==> src/rtl/imm_gen_pipe.sv <==
// Registered immediate generator for the decode stage: extracts and extends the
// immediate, adds it to the PC, and queues {imm, target, illegal} in a small FIFO.
`timescale 1ns/1ps

module imm_gen_pipe #(
    parameter int XLEN  = 32,
    parameter int DEPTH = 2
) (
    input  logic            clock,
    input  logic            reset,
    input  logic            io_flush,
    input  logic            io_in_valid,
    output logic            io_in_ready,
    input  logic [31:0]     io_in_bits_inst,
    input  logic [2:0]      io_in_bits_immSrc,
    input  logic            io_in_bits_immSign,
    input  logic [XLEN-1:0] io_in_bits_pc,
    output logic            io_out_valid,
    input  logic            io_out_ready,
    output logic [XLEN-1:0] io_out_bits_imm,
    output logic [XLEN-1:0] io_out_bits_target,
    output logic            io_out_bits_illegal
);

    localparam int PW = (DEPTH > 1) ? $clog2(DEPTH) : 1;
    localparam int CW = $clog2(DEPTH + 1);
    localparam logic [CW-1:0] DEPTH_C = CW'(DEPTH);

    localparam logic [2:0] SRC_I = 3'd0;
    localparam logic [2:0] SRC_S = 3'd1;
    localparam logic [2:0] SRC_B = 3'd2;
    localparam logic [2:0] SRC_U = 3'd3;
    localparam logic [2:0] SRC_J = 3'd4;
    localparam logic [2:0] SRC_Z = 3'd5;

    typedef struct packed {
        logic [XLEN-1:0] imm;
        logic [XLEN-1:0] target;
        logic            illegal;
    } entry_t;

    logic            w_msb;
    logic [XLEN-1:0] w_imm_u;
    logic [XLEN-1:0] w_imm;
    logic [XLEN-1:0] w_target;
    logic            w_illegal;
    logic            w_unused_opcode;
    entry_t          w_entry;
    logic            w_push;
    logic            w_pop;
    logic [CW-1:0]   w_count_nxt;

    entry_t          r_mem [DEPTH];
    logic [PW-1:0]   r_wr_ptr;
    logic [PW-1:0]   r_rd_ptr;
    logic [CW-1:0]   r_count;
    logic            r_not_full;

    // Every signed field has its MSB at inst[31]; Z never sign-extends.
    assign w_msb           = io_in_bits_immSign & io_in_bits_inst[31];
    assign w_unused_opcode = ^io_in_bits_inst[6:0];

    generate
        if (XLEN > 32) begin : g_u_wide
            assign w_imm_u = {{(XLEN-32){w_msb}}, io_in_bits_inst[31:12], 12'h000};
        end else begin : g_u_narrow
            assign w_imm_u = {io_in_bits_inst[31:12], 12'h000};
        end
    endgenerate

    // NOTE: defaults first so every path assigns every output -- no latches.
    always_comb begin
        w_imm     = '0;
        w_illegal = 1'b0;
        case (io_in_bits_immSrc)
            SRC_I:   w_imm = {{(XLEN-12){w_msb}}, io_in_bits_inst[31:20]};
            SRC_S:   w_imm = {{(XLEN-12){w_msb}}, io_in_bits_inst[31:25],
                              io_in_bits_inst[11:7]};
            SRC_B:   w_imm = {{(XLEN-13){w_msb}}, io_in_bits_inst[31], io_in_bits_inst[7],
                              io_in_bits_inst[30:25], io_in_bits_inst[11:8], 1'b0};
            SRC_U:   w_imm = w_imm_u;
            SRC_J:   w_imm = {{(XLEN-21){w_msb}}, io_in_bits_inst[31], io_in_bits_inst[19:12],
                              io_in_bits_inst[20], io_in_bits_inst[30:21], 1'b0};
            SRC_Z:   w_imm = {{(XLEN-5){1'b0}}, io_in_bits_inst[19:15]};
            default: w_illegal = 1'b1;
        endcase
    end

    assign w_target = io_in_bits_pc + w_imm;
    assign w_entry  = '{imm: w_imm, target: w_target, illegal: w_illegal};

    assign io_in_ready  = r_not_full & ~io_flush & ~reset;
    assign io_out_valid = (r_count != '0) & ~io_flush & ~reset;

    assign w_push = io_in_valid & io_in_ready;
    assign w_pop  = io_out_valid & io_out_ready;

    always_comb begin
        w_count_nxt = r_count;
        if (w_push && !w_pop) begin
            w_count_nxt = r_count + CW'(1);
        end else if (!w_push && w_pop) begin
            w_count_nxt = r_count - CW'(1);
        end
    end

    // Ready is registered from the next count so io_out_ready never reaches io_in_ready.
    always_ff @(posedge clock) begin
        if (reset || io_flush) begin
            r_count    <= '0;
            r_wr_ptr   <= '0;
            r_rd_ptr   <= '0;
            r_not_full <= 1'b1;
        end else begin
            r_count    <= w_count_nxt;
            r_not_full <= (w_count_nxt < DEPTH_C);
            if (w_push) begin
                r_wr_ptr <= r_wr_ptr + PW'(1);
            end
            if (w_pop) begin
                r_rd_ptr <= r_rd_ptr + PW'(1);
            end
        end
    end

    // NOTE: storage has no reset; the count alone decides which entries are live.
    always_ff @(posedge clock) begin
        if (w_push) begin
            r_mem[r_wr_ptr] <= w_entry;
        end
    end

    assign io_out_bits_imm     = r_mem[r_rd_ptr].imm;
    assign io_out_bits_target  = r_mem[r_rd_ptr].target;
    assign io_out_bits_illegal = r_mem[r_rd_ptr].illegal;

endmodule

==> config.mk <==
export PLATFORM = sky130hd
export DESIGN_NAME = imm_gen_pipe
export DESIGN_NICKNAME = d
export VERILOG_FILES = /design/src/rtl/imm_gen_pipe.sv
export SDC_FILE = /design/constraint.sdc
export NUM_CORES = 1
export LEC_CHECK = 0
export ABC_AREA = 0
export CORE_AREA = 5 5 168 121
export CTS_CLUSTER_SIZE = 10
export DETAILED_ROUTE_END_ITERATION = 8
export DIE_AREA = 0 0 173 126
export DONT_BUFFER_PORTS = 1
export GPL_ROUTABILITY_DRIVEN = 0
export GPL_TIMING_DRIVEN = 0
export PLACE_DENSITY_LB_ADDON = 0.12
export SETUP_SLACK_MARGIN = 0.3
export SLEW_MARGIN = 5
export SYNTH_ARGS = -nofsm -noshare
export SYNTH_HDL_FRONTEND = slang
export SYNTH_SLANG_ARGS = --single-unit
==> constraint.sdc <==
create_clock -name clock -period 6.15 [get_ports clock]
set_clock_uncertainty 0.2 [all_clocks]
set_input_delay 1.23 -clock clock [delete_from_list [all_inputs] [get_ports clock]]
set_output_delay 1.23 -clock clock [all_outputs]
set_load 0.005 [all_outputs]
# After elaboration in Yosys (flattened, before gate mapping)

Memory sizes are Yosys's and may differ from the RTL's. A register that Yosys moved wholly into a read port is not among the register bits.
Index checks and enable logic that the tools add are counted.

Bits in registers: 5
Memory bits (writable): 130
Input port bits: 73
Output and inout port bits: 67
Logic and storage cells: 41
Memories kept: 1

Memory list:

| memory | depth | bits a word | rd ports | clocked after Yosys merged registers in | write ports | RTL line | RTL |
|---|---|---|---|---|---|---|---|
| r_mem  | 2     | 65          | 1        | 1                                       | 1           | 53       | `entry_t r_mem [DEPTH];` |

Add/subtract/negate cells: 5
$lt $le $gt $ge: 1
Equal/unequal tests: 5
Mux-type cells: 8
Bitwise operators: 9
Reduce and logical (&&, ||, !) cells: 8

Operators by type and width:

| kind                | count |
|---|---|
| $pmux 32 s6         | 1 |
| $add 32x32->32      | 1 |
| $and 1x1->1         | 7 |
| $eq 3x2->1 const B  | 2 |
| $eq 3x3->1 const B  | 2 |
| $reduce_or 6->1     | 1 |
| $mux 1              | 5 |
| $mux 2              | 2 |
| $eq 3x1->1 const B  | 1 |
| $logic_not 3->1     | 1 |
| $add 1x1->1 const B | 2 |
| $add 2x1->2 const B | 1 |
| $logic_and 1x1->1   | 2 |
| $logic_not 1->1     | 2 |
| $lt 2x2->1 const B  | 1 |
| $not 1->1           | 2 |
| $reduce_bool 2->1   | 1 |
| $sub 2x1->2 const B | 1 |
| $logic_or 1x1->1    | 1 |

# Depth between registers and ports, before layout

Word-level depth: 9
Mapped depth: 16
Gate-level depth less buffers: 14

# Worst setup path after synthesis

OpenSTA, ideal clock, no wires.

Path type: input-to-reg
Start point: in reset
End point: mem r_mem[0][0] (netlist bit) (enable)
Library setup time: 0.488 ns
Arrival: 4.297 ns
Data required time: 5.462 ns
Slack: 1.165 ns
Cell stages on the path: 4
Buffers on the path: 0
Path through: nor2_1 > and2_1 > nand2_1 > nor2_1

Longest elaborated chain between the ends: 5

RTL lines:

| element                      | RTL line | RTL |
|---|---|---|
| start, declared              | 10       | `input logic reset,` |
| $not 1->1                    | 92       | `assign io_in_ready = r_not_full & ~io_flush & ~reset;` |
| $and 1x1->1                  | 92       |  |
| net io_in_ready              | 13       | `output logic io_in_ready,` |
| $and 1x1->1                  | 95       | `assign w_push = io_in_valid & io_in_ready;` |
| $mux 1                       | 128      | `if (w_push) begin` |
| $mux 1 (not written as such) | 129      | `r_mem[r_wr_ptr] <= w_entry;` |
| end, declared                | 53       |  |

The timed path passes the listed nets, and every way through them passes these cells.

# Worst setup path in the final report

Start point: in io_in_bits_immSrc[0]
End point: mem r_mem[1][31] (netlist bit), data pin

Longest elaborated chain between the ends: 3
Elaborated cells between the ends (all ways): 8
Those cells by class: add/sub (1); eq/ne (5); mux (1); reduce/logical (1)

RTL lines:

| element                            | RTL line | RTL |
|---|---|---|
| start, declared                    | 15       | `input logic [2:0] io_in_bits_immSrc,` |
| $eq 3x3->1 (tied with other cells) | 75       | `case (io_in_bits_immSrc)` |
| $pmux 32 s6 (*)                    | 75       |  |
| net w_imm[0]                       | 44       | `logic [XLEN-1:0] w_imm;` |
| $add 32x32->32 (*)                 | 89       | `assign w_target = io_in_bits_pc + w_imm;` |
| net w_target[30]                   | 45       | `logic [XLEN-1:0] w_target;` |

The timed path passes the listed nets; every way through them passes the cells marked *.

==> metrics.txt <==
status=complete, no violations; post-synthesis simple-gate area fraction=roughly a tenth; Slew @ Worst Pin=roughly 0.72 ns; row cnt=42; Slew Limit Headroom=51.8%; clock sink count=roughly 140; complex-gate fraction of the synthesized area=12.5%; fin nets=727; 1st-iter DRT viols=roughly 420; R2R Path Start=r_not_full$_SDFF_PP1_; first-pass GRT wire length=around 28 mm; clock latency on the worst-skew pair=approximately 0.42 ns; CTS H-tree lvls=4; port bufs=0; P per Cell Area=~300 nW/um^2; RSZ-0062 raised after global routing=false; largest family of logic cells by synthesized area=compound AO/OA/AOI/OAI gates; worst hold-check path type=flip-flop to flip-flop; GRT Util Overall=17.2%; vias per inst=between 5 and 6; Synth Register Bits=136; Fin. Hold Viols=0; reg2reg end=r_mem[0][16]$_DFFE_PP_; share of the synthesized area in the top cell type=about 54%; Post-Synth Adder-Cell Area=6.12%; CP Launch Type=input port; Area growth, synth to finish=13.7%; Post-synth EDFFs=130; Area contributors post-synth=edfxtp_1 54%, mux2_2 10%, ha_1 5.8%; Mapped Nets=approximately 710; CP Class=input port to flip-flop; Mapped Cells=approximately 600; cts hold-fix bufs=0; CTS Root Cell=clkbuf_16; grt ovf=0; leakage=between 3 and 4 nW; Detail Route Antenna Nets=0; register clock-pin slew on the reported worst setup and hold paths=~0.06 ns; I/O pin cnt=140; CP required=6.11 ns; layout cells sized above 1=18.0%; initial antenna violation count=0; Top FF cell, synth=edfxtp_1; hold_sp=r_count[0]$_SDFFE_PP0P_; FF-to-FF path depth=5; detailed placement HPWL=~14 mm; count leader, synth=edfxtp_1; Remaining DRCs=0; antenna diode count=0; Initial Utilization=39.1%; Die Y=126 um; TritonCTS Buffers=17; Async S/R FF share, synth=0%; Ys Warns=0; Via Count=~4800; multiplexer share of the synthesized area=a little over a tenth; Setup violations, final=0; PostCTS Resize Cnt=0; Max Freq=roughly 0.19 GHz; # fillers=roughly 1700; core area=around 19000 sq um; largest net degree at the start of global routing=46; first-pass detailed-route iteration total=6; crit path max fanout=10; Seq/Total Area, Yosys=between 50 and 60%; Worst VDD drop=roughly 0.00016 V; TNS Setup=0 ns; Max-cap violations=0; syn avg cell area=12.2 sq um; crit path DAT=5.18 ns; Synth Area in XOR/XNOR=between 3 and 4%; worst-case clock buffer depth=2; Pwr Total=roughly 2.5 mW; hold depth=2; post-synthesis instance area=a little over 7000 sq um; R2R Setup Slk=4.03 ns; Avg WL per Cell=approximately 22 um; Setup crit start=io_in_bits_immSrc[0]; kind of end point of the critical path=flip-flop; Distinct cells, synth=between 50 and 60; CTS tree=done; Synth top cells by count=130 x edfxtp_1, 65 x mux2_2, 42 x a21oi_1; Post-Route WL=about 19 mm; period utilization=between 80% and 90%; vias in the first global route=between 4000 and 5000; Worst Hold Path EP=r_count[0]$_SDFFE_PP0P_; Die W=between 150 and 200 um; Final min period=between 5 and 6 ns; Die ar.=approximately 22000 sq um; # Post-CTS Setup Buffers=0; area leader, netlist=edfxtp_1; Final Max Tran Viols=0
==> area by class of cell <==
type / count / area, sq um / share of cell area (%)
clock buffers: 17 / 425 / 5.14
well taps: 242 / 303 / 3.66
plain buffers: 22 / 86.3 / 1.04
clock inverters: 15 / 189 / 2.28
repair buffers: 3 / 67.6 / 0.817
flip-flops and latches: 136 / 4020 / 48.6
inverters: 27 / 101 / 1.22
multi-input cells: 412 / 3080 / 37.2
==> worst max-delay path: stages <==
cell	delay, ns
clkbuf_1	0.31
buf_1	0.38
mux2i_1	0.13
nor2_1	0.11
a31oi_1	0.05
nor2_1	0.36
ha_1	0.32
inv_1	0.07
fa_1	0.41
and2b_1	0.26
o2111ai_2	0.15
a211oi_2	0.40
o2111ai_2	0.28
a2111oi_2	0.44
nor3_1	0.12
xnor2_1	0.16
==> report_power, final <==
part	total (mW)	switching, mW	internal, mW
Clock	1.06	0.416	0.647
Sequential	1.07	0.00396	1.06
Combinational	0.321	0.202	0.119
Total	2.45	0.622	1.83
==> kinds of logic (layout without fill, tap and decap cells) <==
group / after synthesis / in the layout
mux: 68 / 68
xor+xnor: 26 / 26
buf+inv: 49 / 84
compound gates: 139 / 139
fa+ha+maj: 35 / 35
flops: 136 / 136
simple gates: 144 / 144
==> per-layer routing <==
layer	vias to the layer above	global-route usage (%)	wire (um)
met2	163	24.7	7960
met3	17	6.68	1420
met1	2355	24.2	9280
met4	0	5.16	172
li1	2296	-	-
met5	-	0	0
==> worst max path at each step <==
| stage | end | slack, ns |
|---|---|---|
| detailed placement | r_mem[0][31]$_DFFE_PP_ | 0.58 |
| finish | r_mem[1][31]$_DFFE_PP_ | 0.93 |
| CTS | r_mem[1][31]$_DFFE_PP_ | 1.02 |
| floorplan | r_mem[0][0]$_DFFE_PP_ | 1.16 |
| global placement | r_mem[0][16]$_DFFE_PP_ | -0.65 |
| global route | r_mem[1][31]$_DFFE_PP_ | 0.75 |
==> registers in the layout, summed over array words and instances, names as in the netlist, named ones only <==
signal	cells
r_mem	130
r_rd_ptr	1
r_count	2
r_wr_ptr	1
r_not_full	1
==> through the flow <==
step / area (sq um) / instances / setup WS, ns / hold WS (ns) / utilization (%)
final: 8270 / 874 / 0.932 / 0.338 / 44.5
after global routing: 8270 / 874 / 0.748 / 0.371 / 44.5
after CTS: 8270 / 874 / 1.02 / 0.340 / 44.5
after detailed placement: 7660 / 842 / 0.581 / 0.328 / 41.2
after global placement: 7580 / 839 / -0.655 / 0.326 / 40.8
after floorplan: 7280 / 597 / 1.16 / 0.302 / -
==> cell usage in the layout, fill, tap and decap left out, drive strengths merged, types with 3 or more instances in the layout <==
master and instances:
a21o 25, a21oi 42, a31oi 9, and2 12, and3 6, buf 7
bufinv 3, clkbuf 35, clkinv 3, dfxtp 6, edfxtp 130, ha 34
inv 34, mux2 65, mux2i 3, nand2 33, nand3 13, nand4 6
nor2 33, nor2b 8, nor3 19, o211ai 3, o21a 4, o21ai 28
o21bai 5, o31ai 3, or2 3, xnor2 17, xor2 8
Power figures use the tool's default switching activity.
